<file path="src/rtl/cpu_defs.sv">
// Shared definitions for the 8-bit CPU control unit: state encodings,
// opcode values, bus-source codes and ALU operation codes.
package cpu_defs;

    // Control states. Any encoding not listed here is treated as illegal
    // and returns to F1.
    typedef enum logic [4:0] {
        F1   = 5'd0,
        F2   = 5'd1,
        F3   = 5'd2,
        DEC  = 5'd3,
        LD1  = 5'd4,
        LD2  = 5'd5,
        LD3  = 5'd6,
        LD4  = 5'd7,
        ST1  = 5'd8,
        ST2  = 5'd9,
        ST3  = 5'd10,
        ST4  = 5'd11,
        MV   = 5'd12,
        MR   = 5'd13,
        JP1  = 5'd14,
        JP2  = 5'd15,
        SKIP = 5'd16,
        ALU1 = 5'd17
    } state_t;

    // Opcodes live in ir[7:4]. Opcodes 8..15 are all single-state ALU ops.
    localparam logic [3:0] OP_NOP  = 4'd0;
    localparam logic [3:0] OP_LDAC = 4'd1;
    localparam logic [3:0] OP_STAC = 4'd2;
    localparam logic [3:0] OP_MVAC = 4'd3;
    localparam logic [3:0] OP_MOVR = 4'd4;
    localparam logic [3:0] OP_JUMP = 4'd5;
    localparam logic [3:0] OP_JMPZ = 4'd6;
    localparam logic [3:0] OP_JPNZ = 4'd7;

    // Bus source select codes.
    localparam logic [2:0] BUS_NONE = 3'd0;
    localparam logic [2:0] BUS_PC   = 3'd1;
    localparam logic [2:0] BUS_DR   = 3'd2;
    localparam logic [2:0] BUS_R    = 3'd3;
    localparam logic [2:0] BUS_AC   = 3'd4;
    localparam logic [2:0] BUS_MEM  = 3'd5;

    // ALU operation codes; they equal the low three opcode bits of 8..15.
    localparam logic [2:0] ALU_ADD = 3'd0;
    localparam logic [2:0] ALU_SUB = 3'd1;
    localparam logic [2:0] ALU_AND = 3'd2;
    localparam logic [2:0] ALU_OR  = 3'd3;
    localparam logic [2:0] ALU_XOR = 3'd4;
    localparam logic [2:0] ALU_NOT = 3'd5;
    localparam logic [2:0] ALU_INC = 3'd6;
    localparam logic [2:0] ALU_CLR = 3'd7;

    // Conditional-jump decision: JMPZ jumps on z=1, JPNZ jumps on z=0.
    function automatic logic jump_taken(input logic [3:0] op, input logic z);
        logic taken;
        if (op == OP_JMPZ) begin
            taken = z;
        end else begin
            taken = ~z;
        end
        return taken;
    endfunction

endpackage

</file>
<file path="src/rtl/ctrl_decode.sv">
// Combinational strobe decoder: maps the current control state (plus the
// memory-ready handshake in wait states) onto the datapath strobes.
// When en is low every output is forced to zero.
module ctrl_decode
    import cpu_defs::*;
(
    input  state_t      state,
    input  logic [2:0]  alu_sel,
    input  logic        mem_rdy,
    input  logic        en,
    output logic        arload,
    output logic        arinc,
    output logic        pcload,
    output logic        pcinc,
    output logic        drload,
    output logic        irload,
    output logic        acload,
    output logic        rload,
    output logic        zload,
    output logic        ac_alu,
    output logic [2:0]  alu_op,
    output logic [2:0]  bus_src,
    output logic        read,
    output logic        write
);

    // Decode state into strobes; register loads in memory states wait for mem_rdy.
    always_comb begin
        arload  = 1'b0;
        arinc   = 1'b0;
        pcload  = 1'b0;
        pcinc   = 1'b0;
        drload  = 1'b0;
        irload  = 1'b0;
        acload  = 1'b0;
        rload   = 1'b0;
        zload   = 1'b0;
        ac_alu  = 1'b0;
        alu_op  = ALU_ADD;
        bus_src = BUS_NONE;
        read    = 1'b0;
        write   = 1'b0;
        if (en) begin
            case (state)
                F1, DEC: begin
                    bus_src = BUS_PC;
                    arload  = 1'b1;
                end
                F2, LD1, ST1: begin
                    // Instruction or operand-address fetch: PC advances with it.
                    read    = 1'b1;
                    bus_src = BUS_MEM;
                    drload  = mem_rdy;
                    pcinc   = mem_rdy;
                end
                F3: begin
                    bus_src = BUS_DR;
                    irload  = 1'b1;
                end
                LD2, ST2: begin
                    bus_src = BUS_DR;
                    arload  = 1'b1;
                end
                LD3, JP1: begin
                    read    = 1'b1;
                    bus_src = BUS_MEM;
                    drload  = mem_rdy;
                end
                LD4: begin
                    bus_src = BUS_DR;
                    acload  = 1'b1;
                end
                ST3: begin
                    bus_src = BUS_AC;
                    drload  = 1'b1;
                end
                ST4: begin
                    write   = 1'b1;
                    bus_src = BUS_DR;
                end
                MV: begin
                    bus_src = BUS_AC;
                    rload   = 1'b1;
                end
                MR: begin
                    bus_src = BUS_R;
                    acload  = 1'b1;
                end
                JP2: begin
                    bus_src = BUS_DR;
                    pcload  = 1'b1;
                end
                SKIP: begin
                    pcinc   = 1'b1;
                end
                ALU1: begin
                    bus_src = BUS_R;
                    acload  = 1'b1;
                    ac_alu  = 1'b1;
                    zload   = 1'b1;
                    alu_op  = alu_sel;
                end
                default: begin
                    bus_src = BUS_NONE;
                end
            endcase
        end else begin
            bus_src = BUS_NONE;
        end
    end

endmodule

</file>
<file path="src/rtl/cpu_ctrl_fsm.sv">
// Multi-cycle control unit for the 8-bit CPU: fetch / decode / execute
// sequencer. Holds the state register and next-state logic; strobes are a
// Moore decode of the state (gated by mem_rdy in wait states) done in
// ctrl_decode. Reset and run=0 force every strobe low immediately.
module cpu_ctrl_fsm
    import cpu_defs::*;
#(
    parameter int ST_W = 5,
    parameter int OP_W = 4
) (
    input  logic            clk,
    input  logic            rst,
    input  logic            run,
    input  logic [7:0]      ir,
    input  logic            z,
    input  logic            mem_rdy,
    output logic            arload,
    output logic            arinc,
    output logic            pcload,
    output logic            pcinc,
    output logic            drload,
    output logic            irload,
    output logic            acload,
    output logic            rload,
    output logic            zload,
    output logic            ac_alu,
    output logic [2:0]      alu_op,
    output logic [2:0]      bus_src,
    output logic            read,
    output logic            write,
    output logic [ST_W-1:0] state_o
);

    state_t          state_r;
    logic [OP_W-1:0] opcode_s;
    logic            en_s;
    logic [3:0]      unused_ir_s;

    assign opcode_s    = ir[7 -: OP_W];
    assign unused_ir_s = ir[3:0];
    // rst is folded in combinationally so a pending write is dropped at once.
    assign en_s        = rst & run;
    assign state_o     = ST_W'(state_r);

    // State register and next-state logic; run=0 freezes the sequence.
    always_ff @(posedge clk or negedge rst) begin
        if (!rst) begin
            state_r <= F1;
        end else if (run) begin
            case (state_r)
                F1:  state_r <= F2;
                F2:  state_r <= mem_rdy ? F3 : F2;
                F3:  state_r <= DEC;
                DEC: begin
                    case (opcode_s)
                        OP_NOP:  state_r <= F1;
                        OP_LDAC: state_r <= LD1;
                        OP_STAC: state_r <= ST1;
                        OP_MVAC: state_r <= MV;
                        OP_MOVR: state_r <= MR;
                        OP_JUMP: state_r <= JP1;
                        OP_JMPZ, OP_JPNZ:
                            state_r <= jump_taken(opcode_s, z) ? JP1 : SKIP;
                        // Every remaining opcode (8..15) is a one-state ALU op.
                        default: state_r <= ALU1;
                    endcase
                end
                LD1:  state_r <= mem_rdy ? LD2 : LD1;
                LD2:  state_r <= LD3;
                LD3:  state_r <= mem_rdy ? LD4 : LD3;
                LD4:  state_r <= F1;
                ST1:  state_r <= mem_rdy ? ST2 : ST1;
                ST2:  state_r <= ST3;
                ST3:  state_r <= ST4;
                ST4:  state_r <= mem_rdy ? F1 : ST4;
                MV:   state_r <= F1;
                MR:   state_r <= F1;
                JP1:  state_r <= mem_rdy ? JP2 : JP1;
                JP2:  state_r <= F1;
                SKIP: state_r <= F1;
                ALU1: state_r <= F1;
                default: state_r <= F1;
            endcase
        end else begin
            state_r <= state_r;
        end
    end

    ctrl_decode u_decode (
        .state   (state_r),
        .alu_sel (opcode_s[2:0]),
        .mem_rdy (mem_rdy),
        .en      (en_s),
        .arload  (arload),
        .arinc   (arinc),
        .pcload  (pcload),
        .pcinc   (pcinc),
        .drload  (drload),
        .irload  (irload),
        .acload  (acload),
        .rload   (rload),
        .zload   (zload),
        .ac_alu  (ac_alu),
        .alu_op  (alu_op),
        .bus_src (bus_src),
        .read    (read),
        .write   (write)
    );

endmodule

</file>
<file path="config.mk">
export PLATFORM = sky130hd
export DESIGN_NAME = cpu_ctrl_fsm
export DESIGN_NICKNAME = d
export VERILOG_FILES = /design/src/rtl/cpu_defs.sv /design/src/rtl/ctrl_decode.sv /design/src/rtl/cpu_ctrl_fsm.sv
export SDC_FILE = /design/constraint.sdc
export NUM_CORES = 1
export LEC_CHECK = 0
export ABC_AREA = 1
export CAP_MARGIN = 20
export CORE_MARGIN = 3
export CORE_UTILIZATION = 41
export DETAILED_ROUTE_END_ITERATION = 12
export PLACE_DENSITY_LB_ADDON = 0.08
export SLEW_MARGIN = 20
export SYNTH_ARGS = -nofsm -noshare
export SYNTH_HDL_FRONTEND = slang
export SYNTH_SLANG_ARGS = --single-unit
</file>
<file path="constraint.sdc">
create_clock -name clk -period 1.7 [get_ports clk]
set_input_delay 0.17 -clock clk [delete_from_list [all_inputs] [get_ports clk]]
set_output_delay 0.17 -clock clk [all_outputs]
set_load 0.02 [all_outputs]
</file>
## Word level (Yosys, flattened, before mapping)

Index checks and enable logic that the tools add are counted.

- RAM bits: 0
- Bits in read-only memories: 0
- Memories kept: 0
- Bits in latches: 0
- Word-level logic and storage cells: 75
- Flip-flop bits (word level): 5
- Output and inout bits: 23

- Order comparisons: 0
- Div/mod/pow operators: 0
- $mul: 0
- Equal/unequal tests: 24
- Bitwise logic cells: 2
- Shifts and indexed selects: 0
- Mux-type cells: 37
- $add $sub $neg: 0
- Reduce and logical (&&, ||, !) cells: 11

Operator list:

| kind | number |
|---|---|
| $pmux 5 s12 | 1 |
| $eq 5x4->1 const B | 8 |
| $pmux 5 s7 | 1 |
| $mux 1 | 26 |
| $eq 5x3->1 const B | 4 |
| $eq 4x3->1 const B | 4 |
| $pmux 3 s5 | 1 |
| $eq 5x2->1 const B | 2 |
| $eq 5x5->1 const B | 2 |
| $mux 3 | 3 |
| $eq 4x2->1 const B | 2 |
| $reduce_or 2->1 | 4 |
| $reduce_or 3->1 | 2 |
| $reduce_or 6->1 | 1 |
| $eq 5x1->1 const B | 1 |
| $logic_not 5->1 | 1 |
| $mux 5 | 1 |
| $reduce_or 5->1 | 1 |
| $eq 4x1->1 const B | 1 |
| $logic_not 4->1 | 1 |
| $mux 4 | 1 |
| $pmux 1 s2 | 2 |
| $reduce_or 4->1 | 1 |
| $mux 2 | 1 |
| other kinds (2) | 2 |

## Longest topological paths before layout

- Depth after elaboration: 8
- Gate-level depth with buffers: 11
- Gate-level depth less buffers: 11

## Cells and area by module

A second synthesis with hierarchy kept.

- Cells, all modules: 155
- Area, all modules: 808.3 um^2

Modules (own cells, without submodules):

| module | area an instance (um^2) | cells each | times used |
|---|---|---|---|
| cpu_ctrl_fsm | 488.0 | 87 | 1 |
| ctrl_decode | 320.3 | 68 | 1 |

## Worst setup path before layout

OpenSTA, ideal clock, no wires.

- Path kind: reg2out
- Start: reg state_r[1], in the netlist state_o[1]
- End: out alu_op[0]
- Buffers on the path: 1
- Stages on the path, launching flop included: 7
- Path slack: -105 ps
- Arrival: 1635 ps
- Cells stage by stage: dfrtp_1 buf_4 nor2_1 nand3_1 nor2_1 inv_1 nor2_1

- Longest elaborated chain between the ends: 3

RTL lines:

| what | RTL line | text |
|---|---|---|
| start: declaration | cpu_ctrl_fsm.sv:34 | `state_t state_r;` |
| start signal: assignment | cpu_ctrl_fsm.sv:52 | `F2: state_r <= mem_rdy ? F3 : F2;` |
| start signal: assignment | cpu_ctrl_fsm.sv:63 | `state_r <= jump_taken(opcode_s, z) ? JP1 : SKIP;` |
| start signal: assignment | cpu_ctrl_fsm.sv:68 | `LD1: state_r <= mem_rdy ? LD2 : LD1;` |
| $eq 5x5->1 | ctrl_decode.sv:44 | `case (state)` |
| $mux 3 | ctrl_decode.sv:44 |  |
| $mux 3 | ctrl_decode.sv:43 | `if (en) begin` |
| end: declaration | cpu_ctrl_fsm.sv:27 | `output logic [2:0] alu_op,` |

Every way passes these cells.

## Worst setup path after layout

- Start: reg state_r[3], in the netlist state_o[3]
- End: out drload

- Longest elaborated chain between the ends: 4

RTL lines:

| what | RTL line | text |
|---|---|---|
| $eq 5x1->1, or another cell as far along | ctrl_decode.sv:44 |  |
| $reduce_or 5->1 (no line) | n/a |  |
| $pmux 1 s2 (*) | ctrl_decode.sv:44 |  |
| $mux 1 (*) | ctrl_decode.sv:43 |  |
| end: declaration | cpu_ctrl_fsm.sv:21 | `output logic drload,` |

Mark *: on every way between the ends. The rest lies on a longest branch, timed or not.

==> results by group <==
Yosys
  – Synth area leaders: nand2_1 16%, dfrtp_1 16%, nand3_1 7.5%
  – Mean post-synth cell area: around 5.6 um^2
  – Register area share after synthesis: 0.156
  – Yosys top cell area share: 0.159
  – Main flop type after synthesis: dfrtp_1
  – Yosys top cell by area: nand2_1
  – Async S/R FF share, synth: 1.00
  – Synth warnings: 0
  – Syn Inst Count: approximately 140
  – Synthesized Nets: ~160
  – Seq cells post-synth: 5
  – Mapped Area: between 800 and 900 um^2
  – Synth cell types: 25
  – Post-synth EDFFs: 0

STA
  – Clk_skew: between 0.0007 and 0.0008 ns
  – Max-slew violation count: 0
  – Setup TNS: -0.959 ns
  – Max Fclk: about 0.53 GHz
  – Final worst path period need: approximately 1.9 ns
  – Final WS setup: -0.177 ns
  – RSZ-0062 raised after global routing: yes
  – Endpoints failing setup: 11
  – Hold Violations, Final: 0
  – Tcrit/Tclk final: 1.10

Clocking
  – Hold_buf cts: 0
  – Clock-pin slew on the worst setup and hold paths: roughly 0.050 ns
  – Clock Path Buffers: 2
  – Clock Sink Count: 5
  – CTS tree: done
  – Cts bufs inserted: 3
  – Root Driver: clkbuf_4
  – H-tree Lvls: 1
  – Skew-Pair Late Insertion Delay: roughly 0.24 ns

Placed design
  – HPWL Detailed: about 2200 um
  – Gp weighted congestion: 0.958
  – Placement Setup Slack: -0.297 ns
  – # placed instances: 224
  – PortBufs: 30

Outcome
  – Failing checks: setup timing
  – Outcome: complete, but fails checks

Critical path
  – Critical Path RT: 1.53 ns
  – Setup crit end kind: output pin
  – Reg2reg path depth: 10
  – Max FO, Critical Path: 6
  – Critical path data arrival time: 1.71 ns
  – Setup Crit Path Kind: flop to output pin
  – CP startpoint kind: flop
  – FF-to-FF End: state_o[0]
  – Reg2reg start: state_o[3]
  – Reg2reg setup slack: 0.06 ns

Die
  – Placement row count: 15
  – Die W: ~50 um
  – Initial core utilization: 0.450
  – Die Y: approximately 50 um
  – Die area: between 2000 and 3000 um^2
  – I/O pin count: 36
  – Core Area: roughly 1800 um^2

Detailed routing
  – DRT antenna net count: 0
  – DR vias/cell: approximately 5.2
  – Avg WL per Cell: between 10 and 15 um
  – Drt drc: 0
  – Vias: 1234
  – DR iter-0 viols: 50
  – TritonRoute pass-1 iters: 5
  – Routed WL: 3490 um

Finish
  – Share of layout cells above drive strength 1: 0.498
  – Max reg flops: 5
  – Fill count: 113
  – # diodes: 0
  – Non-filler cells, final: around 240
  – Area taken by multi-input logic gates: between 600 and 700 um^2
  – Utilization after layout: 0.846
  – Layout area overhead: 88.0%
  – Commonest cells after routing, fill and taps aside: 43 x buf_4, 30 x nand2_1, 14 x inv_1
  – FF+latch area: between 100 and 150 um^2
  – Final nets: between 200 and 250
  – Most common cell after layout, fill and taps aside: buf_4

Min path
  – Worst min path class: input port to asynchronous set/reset pin

Job
  – Maxcap violations: 0

Global routing
  – Wire length of the first global-routing pass: ~5100 um
  – Total track usage: 0.260
  – Vias in the first global route: 1195
  – Initial antenna violation count: 0
  – Pin count of the biggest net entering global routing: 12
  – GR Overflow Total: 0

Power
  – Peak supply drop: approximately 0.0014 V
  – Power per cell area: ~1500 nW/um^2
  – Leak: ~0.8 nW
  – Power, Total: between 2 and 2.5 mW
## area by class of cell
| class | instances | area share |
|---|---|---|
| Timing Repair Buffer | 70 | 0.375 |
| Multi-Input combinational cell | 110 | 0.443 |
| Clock buffer | 4 | 0.0174 |
| Sequential cell | 5 | 0.0855 |
| Tap cell | 25 | 0.0207 |
| Inverter | 22 | 0.0581 |
## kinds of logic after synthesis
group	synth area share
compound gates	0.134
flops	0.156
buf+inv	0.142
other cells	0.00468
simple gates	0.563
## metal layers
layer  up-vias  part of all wire  GRT usage  wire length, um
li1        596                 -          -                -
met1       551              0.39      0.298             1350
met2        73              0.51      0.483             1780
met3        14             0.065     0.0267              228
met4         0             0.038      0.101              132
met5         -                 0          0                0
## worst max-delay path by stage
stage          depth (start not counted)  startpoint  slack, ns    endpoint
6_report                               6  state_o[3]      -0.18      drload
5_1_grt                               11  state_o[2]      -0.25  bus_src[2]
4_1_cts                               10  state_o[2]      -0.13      drload
3_5_place_dp                           6  state_o[1]      -0.30  bus_src[1]
3_3_place_gp                           7  state_o[0]      -0.32  bus_src[1]
2_1_floorplan                          6  state_o[1]       0.01       pcinc
## repair_timing
| action | 4_1_cts | 5_1_grt |
|---|---|---|
| buffers inserted | 6 | 2 |
| endpoints found under the setup margin | 17 | 20 |
| gates resized for setup | 80 | 27 |
| pin swaps | 1 | 6 |
| endpoints found under the hold margin | 0 | 0 |
## synth_stat cells (2+ instances only)
library cell / n
nand2_2: 5
nor2_1: 15
nand4_1: 3
inv_2: 7
a21oi_1: 7
nand3_2: 3
nor2_4: 3
nor2_2: 8
o21ai_0: 7
nor3_1: 4
a31oi_1: 2
buf_4: 3
inv_1: 14
nand3_1: 12
o21ai_1: 2
dfrtp_1: 5
nand2_1: 34
## through the flow
step                hold WS, ns  cell area (um^2)
global route              0.229              1510
global placement          0.486              1360
detailed placement        0.483              1360
CTS                       0.227              1440
floorplan                -0.126               811
finish                    0.229              1510
## worst max-delay path, stage by stage, from the launching register on
cell,delay (ns)
dfrtp_2,0.47
nor2_4,0.19
nand2_2,0.09
nor2_4,0.16
nand2_1,0.17
a31oi_4,0.24
buf_6,0.14
## where the power goes
part           switching, mW  leakage [nW]  internal [mW]
Sequential            0.0896        0.0615          0.167
Clock                 0.0524        0.0150         0.0890
Combinational          0.983         0.711          0.820
Total                   1.12         0.788           1.08
Power figures use the tool's default switching activity.
